$ cat src/rtl/gold_spi_pkg.sv
// Shared constants and types for the gold-image user-SPI register slave.
package gold_spi_pkg;

    localparam logic [7:0] ID_VALUE_DEF = 8'h47;
    localparam logic [7:0] VERSION_DEF  = 8'h01;

    localparam logic [6:0] ADDR_ID      = 7'h00;
    localparam logic [6:0] ADDR_VERSION = 7'h01;
    localparam logic [6:0] ADDR_CTRL    = 7'h02;
    localparam logic [6:0] ADDR_LED     = 7'h03;
    localparam logic [6:0] ADDR_DBG     = 7'h04;
    localparam logic [6:0] ADDR_SCRATCH = 7'h05;

    localparam int CMD_RD_BIT = 7;

    typedef enum logic [1:0] {
        ST_IDLE = 2'd0,
        ST_CMD  = 2'd1,
        ST_DATA = 2'd2
    } spi_state_e;

endpackage

$ cat src/rtl/spi_sync_edge.sv
// Two-flop synchroniser for an asynchronous input, with a third stage
// providing single-cycle rise/fall pulses on the synchronised level.
module spi_sync_edge (
    input  logic clk,
    input  logic rst,
    input  logic d,
    output logic q,
    output logic rise,
    output logic fall
);

    logic [2:0] sync_q;
    logic [2:0] sync_d;

    // Shift the raw input through the three stages
    always_comb begin
        sync_d = {sync_q[1:0], d};
    end

    // Stage registers
    always_ff @(posedge clk) begin
        if (rst) begin
            sync_q <= 3'b000;
        end else begin
            sync_q <= sync_d;
        end
    end

    assign q    = sync_q[1];
    assign rise = sync_q[1] & ~sync_q[2];
    assign fall = ~sync_q[1] & sync_q[2];

endmodule

$ cat src/rtl/gold_spi_slave.sv
// User-SPI (mode 0) register slave for the gold image, plus a pass-through
// bridge from the second chip-select to the configuration QSPI flash.
module gold_spi_slave
    import gold_spi_pkg::*;
#(
    parameter logic [7:0] ID_VALUE = ID_VALUE_DEF,
    parameter logic [7:0] VERSION  = VERSION_DEF,
    parameter int         LED_W    = 4,
    parameter int         DBG_W    = 8
) (
    input  logic             sysclk25,
    input  logic             rst,
    input  logic             usr_spi_clk,
    input  logic [1:0]       usr_spi_cs,
    input  logic             usr_spi_mosi,
    output logic             usr_spi_miso,
    output logic             qspi_cs,
    output logic             qspi_mosi,
    input  logic             qspi_miso,
    output logic             mgt_pwr_en,
    output logic [LED_W-1:0] dbg_led,
    output logic [DBG_W-1:0] dbg_out
);

    logic sclk_rise_s, sclk_fall_s, cs_rise_s, cs_fall_s, mosi_s;
    logic sclk_lvl_unused, cs_lvl_unused, mosi_rise_unused, mosi_fall_unused;

    spi_sync_edge u_sync_sclk (
        .clk(sysclk25), .rst(rst), .d(usr_spi_clk),
        .q(sclk_lvl_unused), .rise(sclk_rise_s), .fall(sclk_fall_s)
    );

    // Sync stages reset low, so a chip-select already held low across reset
    // produces no falling edge and the slave waits for a fresh frame.
    spi_sync_edge u_sync_cs (
        .clk(sysclk25), .rst(rst), .d(usr_spi_cs[1]),
        .q(cs_lvl_unused), .rise(cs_rise_s), .fall(cs_fall_s)
    );

    spi_sync_edge u_sync_mosi (
        .clk(sysclk25), .rst(rst), .d(usr_spi_mosi),
        .q(mosi_s), .rise(mosi_rise_unused), .fall(mosi_fall_unused)
    );

    spi_state_e       state_q, state_d;
    logic [2:0]       bit_cnt_q, bit_cnt_d;
    logic [7:0]       rx_q, rx_d;
    logic [7:0]       tx_q, tx_d;
    logic             rd_q, rd_d;
    logic [6:0]       addr_q, addr_d;
    logic             ctrl_q, ctrl_d;
    logic [LED_W-1:0] led_q, led_d;
    logic [DBG_W-1:0] dbg_q, dbg_d;
    logic [7:0]       scratch_q, scratch_d;

    logic       byte_done_s, frame_start_s, active_s, cmd_done_s, wr_stb_s, rd_load_s;
    logic [7:0] rx_byte_s, rdata_s;

    assign byte_done_s = sclk_rise_s & (bit_cnt_q == 3'd7);
    assign rx_byte_s   = {rx_q[6:0], mosi_s};

    // FSM state register
    always_ff @(posedge sysclk25) begin
        if (rst) begin
            state_q <= ST_IDLE;
        end else begin
            state_q <= state_d;
        end
    end

    // FSM next-state logic; chip-select release aborts from any active state
    always_comb begin
        state_d = state_q;
        case (state_q)
            ST_IDLE: state_d = cs_fall_s ? ST_CMD : ST_IDLE;
            ST_CMD: begin
                if (cs_rise_s) begin
                    state_d = ST_IDLE;
                end else if (byte_done_s) begin
                    state_d = ST_DATA;
                end else begin
                    state_d = ST_CMD;
                end
            end
            ST_DATA: state_d = cs_rise_s ? ST_IDLE : ST_DATA;
            default: state_d = ST_IDLE;
        endcase
    end

    // FSM outputs: per-cycle strobes for the datapath
    always_comb begin
        frame_start_s = 1'b0;
        active_s      = 1'b0;
        cmd_done_s    = 1'b0;
        wr_stb_s      = 1'b0;
        rd_load_s     = 1'b0;
        case (state_q)
            ST_IDLE: frame_start_s = cs_fall_s;
            ST_CMD: begin
                active_s   = ~cs_rise_s;
                cmd_done_s = ~cs_rise_s & byte_done_s;
            end
            ST_DATA: begin
                active_s  = ~cs_rise_s;
                wr_stb_s  = ~cs_rise_s & byte_done_s & ~rd_q;
                rd_load_s = ~cs_rise_s & rd_q & sclk_fall_s & (bit_cnt_q == 3'd0);
            end
            default: frame_start_s = 1'b0;
        endcase
    end

    // Register-file read mux at the current address
    always_comb begin
        rdata_s = 8'h00;
        case (addr_q)
            ADDR_ID:      rdata_s = ID_VALUE;
            ADDR_VERSION: rdata_s = VERSION;
            ADDR_CTRL:    rdata_s = {7'h00, ctrl_q};
            ADDR_LED:     rdata_s = 8'(led_q);
            ADDR_DBG:     rdata_s = 8'(dbg_q);
            ADDR_SCRATCH: rdata_s = scratch_q;
            default:      rdata_s = 8'h00;
        endcase
    end

    // Shift registers, address pointer and register-file writes
    always_comb begin
        bit_cnt_d = bit_cnt_q;
        rx_d      = rx_q;
        tx_d      = tx_q;
        rd_d      = rd_q;
        addr_d    = addr_q;
        ctrl_d    = ctrl_q;
        led_d     = led_q;
        dbg_d     = dbg_q;
        scratch_d = scratch_q;
        if (frame_start_s) begin
            bit_cnt_d = 3'd0;
            rx_d      = 8'h00;
            tx_d      = 8'h00;
        end else if (active_s) begin
            if (sclk_rise_s) begin
                bit_cnt_d = bit_cnt_q + 3'd1;
                rx_d      = rx_byte_s;
            end else begin
                bit_cnt_d = bit_cnt_q;
            end
            if (rd_load_s) begin
                tx_d = rdata_s;
            end else if (sclk_fall_s) begin
                tx_d = {tx_q[6:0], 1'b0};
            end else begin
                tx_d = tx_q;
            end
        end else begin
            bit_cnt_d = bit_cnt_q;
        end
        if (cmd_done_s) begin
            rd_d   = rx_byte_s[CMD_RD_BIT];
            addr_d = rx_byte_s[6:0];
        end else if (wr_stb_s || rd_load_s) begin
            addr_d = addr_q + 7'd1;
        end else begin
            addr_d = addr_q;
        end
        if (wr_stb_s) begin
            case (addr_q)
                ADDR_CTRL:    ctrl_d    = rx_byte_s[0];
                ADDR_LED:     led_d     = rx_byte_s[LED_W-1:0];
                ADDR_DBG:     dbg_d     = rx_byte_s[DBG_W-1:0];
                ADDR_SCRATCH: scratch_d = rx_byte_s;
                default:      scratch_d = scratch_q;
            endcase
        end else begin
            scratch_d = scratch_q;
        end
    end

    // Datapath and register-file flops
    always_ff @(posedge sysclk25) begin
        if (rst) begin
            bit_cnt_q <= 3'd0;
            rx_q      <= 8'h00;
            tx_q      <= 8'h00;
            rd_q      <= 1'b0;
            addr_q    <= 7'h00;
            ctrl_q    <= 1'b0;
            led_q     <= '0;
            dbg_q     <= '0;
            scratch_q <= 8'h00;
        end else begin
            bit_cnt_q <= bit_cnt_d;
            rx_q      <= rx_d;
            tx_q      <= tx_d;
            rd_q      <= rd_d;
            addr_q    <= addr_d;
            ctrl_q    <= ctrl_d;
            led_q     <= led_d;
            dbg_q     <= dbg_d;
            scratch_q <= scratch_d;
        end
    end

    assign mgt_pwr_en = ctrl_q;
    assign dbg_led    = led_q;
    assign dbg_out    = dbg_q;

    assign qspi_cs   = usr_spi_cs[0];
    assign qspi_mosi = usr_spi_mosi;

    // Flash owns MISO whenever it is selected; the register slave otherwise
    always_comb begin
        if (!usr_spi_cs[0]) begin
            usr_spi_miso = qspi_miso;
        end else if (!usr_spi_cs[1]) begin
            usr_spi_miso = tx_q[7];
        end else begin
            usr_spi_miso = 1'b0;
        end
    end

endmodule

$ cat config.mk
export PLATFORM = sky130hd
export DESIGN_NAME = gold_spi_slave
export DESIGN_NICKNAME = d
export VERILOG_FILES = /design/src/rtl/gold_spi_pkg.sv /design/src/rtl/spi_sync_edge.sv /design/src/rtl/gold_spi_slave.sv
export SDC_FILE = /design/constraint.sdc
export NUM_CORES = 1
export LEC_CHECK = 0
export CAP_MARGIN = 10
export CORE_MARGIN = 2
export CORE_UTILIZATION = 64
export CTS_BUF_LIST = sky130_fd_sc_hd__clkbuf_4 sky130_fd_sc_hd__clkbuf_8
export CTS_CLUSTER_DIAMETER = 150
export CTS_CLUSTER_SIZE = 12
export DETAILED_ROUTE_END_ITERATION = 7
export PLACE_DENSITY_LB_ADDON = 0.3
export SKIP_LAST_GASP = 1
export SYNTH_ARGS = -nofsm -noshare
export SYNTH_HDL_FRONTEND = slang
export SYNTH_SLANG_ARGS = --single-unit
$ cat constraint.sdc
create_clock -name sysclk25 -period 3.3 [get_ports sysclk25]
set_input_delay 0.99 -clock sysclk25 [delete_from_list [all_inputs] [get_ports sysclk25]]
set_output_delay 0.99 -clock sysclk25 [all_outputs]
set_load 0.05 [all_outputs]
==> metrics.md <==
| Metric | Value |
|---|---|
| GPL Wtd Cong | 0.8779 |
| Row count | 23 |
| Setup-failing EPs final | 0 |
| Commonest non-fill, non-tap cell in the layout | dfxtp_1 |
| CTS Buf Count | 9 |
| Reg2reg setup slack | 1060 ps |
| DRT met1 WL | 2912 microns |
| Layout cell share with drive strength beyond 1 | just over 8% |
| Synth Cell Area | 0.002764 sq mm |
| Final hold vios | 0 |
| Cts hold-fix bufs | 0 |
| Worst-skew pair later-pin latency | around 340 ps |
| CP arrival | around 2000 ps |
| Initial Utilization | between 60% and 70% |
| Final Max Slew Viols | 0 |
| # diodes | 0 |
| Postcts setup bufs | 0 |
| Slew headroom | 45.34% |
| RSZ-0062 raised after global routing | no |
| Detail Placement HPWL | 4578 microns |
| R2r startpoint | bit_cnt_q[0]$_SDFFE_PP0P_ |
| Footprint of the multi-input gates | around 0.0015 sq mm |
| Slew @ Worst Pin | 819.8 ps |
| Syn nets | 339 |
| Mean Syn Cell Area | 8.610 sq um |
| Core box area | 0.004086 sq mm |
| Setup crit start kind | primary input |
| Via count | 2582 |
| RR Endpoint | addr_q[0]$_SDFFE_PP0P_ |
| Post-CTS sizing | 0 |
| Max cap viols | 0 |
| Crit path max fanout | 3 |
| Pre-CTS setup slack | ~330 ps |
| Synth Register Bits | 57 |
| Vias per cell | 6.655 |
| Pin count of the biggest net entering global routing | 22 |
| Cell Pwr Density | 422.3 mW/mm^2 |
| Worst vdd ir | 375.2 uV |
| Reg2reg path depth | 6 |
| WP data required | 2310 ps |
| Clk root buf | clkbuf_8 |
| Final setup margin | between 300 and 400 ps |
| Filler cells | 270 |
| GRT Total Usage | 28.21% |
| Sequential cell area fraction in the yosys report | 41.29% |
| Achievable Freq | roughly 340 MHz |
| Hold path endpoint | u_sync_mosi.sync_q[1]$_SDFF_PP0_ |
| Total Wirelength | approximately 6800 microns |
| Fin crit share | 90.12% |
| Die X | 69.72 microns |
| Htree depth | 3 |
| Min-Delay Path Depth | 1 |
| Status | finished clean |
| Initial drt markers | roughly 260 |
| Initial antenna violation count | 0 |
| Most frequent cells in the layout | dfxtp_1, a21oi_1, o21ai_0 |
| IO Count | 23 |
| Tmin final | 2974 ps |
| DRC Markers | 0 |
| Synth unique cells | 43 |
| Yosys warnings | 0 |
| HP Start | u_sync_mosi.sync_q[0]$_SDFF_PP0_ |
| Congestion Overflow GR | 0 |
| Setup Skew | approximately 6.5 ps |
| Nets | 351 |
| Pleak | between 1 and 1.5 nW |
| CTS tree | built |
| Power Total | 0.001337 W |
| Vias in the first global route | 2210 |
| Global-route wire length before repair | 10750 microns |
| Setup TNS | 0 ps |
| Highest Signal Layer | met4 |
| Router iterations before antenna repair | 5 |
| CTS clock-pin slew for the worst setup and hold paths | 50 ps |
| DR WL met3 | 613 microns |
| Count of flip-flops with a built-in enable after synthesis | 0 |
| Min-Delay Path Class | reg2reg |
| Worst Setup Path Type | in2out |
| Min Hold Slack | roughly 440 ps |
| Syn Inst Count | 321 |
| Number of port buffers | 22 |
| CTS Sinks | 57 |
| Met2 WL | 3090 microns |
| Die ar. | 0.004860 sq mm |
| Register cell area after layout | between 0.001 and 0.0015 sq mm |
| Max clock buf depth | 2 |
| Antenna Violating Nets Remaining | 0 |
| Asr flop ratio synth | 0% |
| Synth Flop Type | dfxtp_1 |
| Die Y-Extent | between 60 and 70 microns |
| Post-DR wirelength/cell | between 15 and 20 microns |
| Area Growth Syn to Fin | 14.53% |
| Crit. End Element | primary output |
## registers in the layout (all words and copies together) (netlist names)
register and count:
addr_q 7, bit_cnt_q 3, dbg_led 4, dbg_out 8
mgt_pwr_en 1, rd_q 1, rx_q 7, scratch_q 8
state_q 2, tx_q 8, u_sync_cs.sync_q 3, u_sync_mosi.sync_q 2
u_sync_sclk.sync_q 3
## routing by layer
layer,vias to the layer above,GRT usage [%]
li1,1226,-
met1,1195,38.24
met2,140,42.95
met3,21,5.959
met4,0,13.46
met5,-,0
## critical path, cell delays in order
cell             delay (ps)
clkdlybuf4s50_1         480
o21ai_0                 330
buf_12                  180
## synth_stat cells (3+ instances only)
cell type | number | area share, %
dfxtp_1 | 57 | 41
a21oi_1 | 41 | 7.4
o21ai_0 | 32 | 5.8
nand4_1 | 26 | 5.9
nor2_1 | 21 | 2.9
nand3_1 | 14 | 2.5
clkbuf_1 | 13 | 1.8
nor2b_1 | 13 | 2.9
ha_1 | 11 | 5.0
mux2i_1 | 10 | 3.6
buf_2 | 8 | 1.4
inv_1 | 8 | 1.1
nand2_1 | 7 | 0.95
a211oi_1 | 6 | 1.6
a22oi_1 | 5 | 1.4
a311oi_1 | 4 | 1.3
o31ai_1 | 4 | 1.1
a22o_1 | 3 | 0.95
nand3b_1 | 3 | 0.81
or3_1 | 3 | 0.68
or4_1 | 3 | 0.81
## stage by stage
step / cells / cell area, sq um / util [%]
final: 388 / 3166 / 77.46
after global routing: 388 / 3166 / 77.46
after CTS: 388 / 3166 / 77.46
after detailed placement: 372 / 2984 / 73.03
after global placement: 372 / 2984 / 73.03
after floorplan: 321 / 2764 / -
## power breakdown
part	switching, W	leakage [nW]	internal [W]
Combinational	0.0000284	0.587	0.0000212
Sequential	0.00000356	0.460	0.000693
Clock	0.000265	0.100	0.000326
## cell families (layout without fill, tap and decap cells)
kind of cell	count (synthesis)	after routing	share of synthesized area [%]
buffers and inverters	32	49	5.251
flip-flops	57	57	41.29
adder cells (fa/ha/maj)	11	11	4.980
AO/OA/AOI/OAI	103	103	21.91
AND/OR/NAND/NOR	107	107	22.64
XOR/XNOR	1	1	0.3169
multiplexers	10	10	3.622
## layout make-up
class,count,area share [%]
Clock buffer,13,5.257
Clock inverter,3,0.4743
Inverter,8,0.9486
Multi-Input combinational cell,232,46.68
Sequential cell,57,36.05
Tap cell,50,1.976
Timing Repair Buffer,25,8.617
## worst max-delay path by stage
stage                    to  depth (start not counted)           from  slack, ps
4_1_cts        usr_spi_miso                          3  usr_spi_cs[0]        320
6_report       usr_spi_miso                          3  usr_spi_cs[0]        330
3_5_place_dp   usr_spi_miso                          3  usr_spi_cs[0]        330
2_1_floorplan  usr_spi_miso                          2      qspi_miso        200
3_3_place_gp   usr_spi_miso                          3  usr_spi_cs[0]        340
5_1_grt        usr_spi_miso                          4  usr_spi_cs[0]        250
Note: power is estimated with default switching activity, not from simulation.
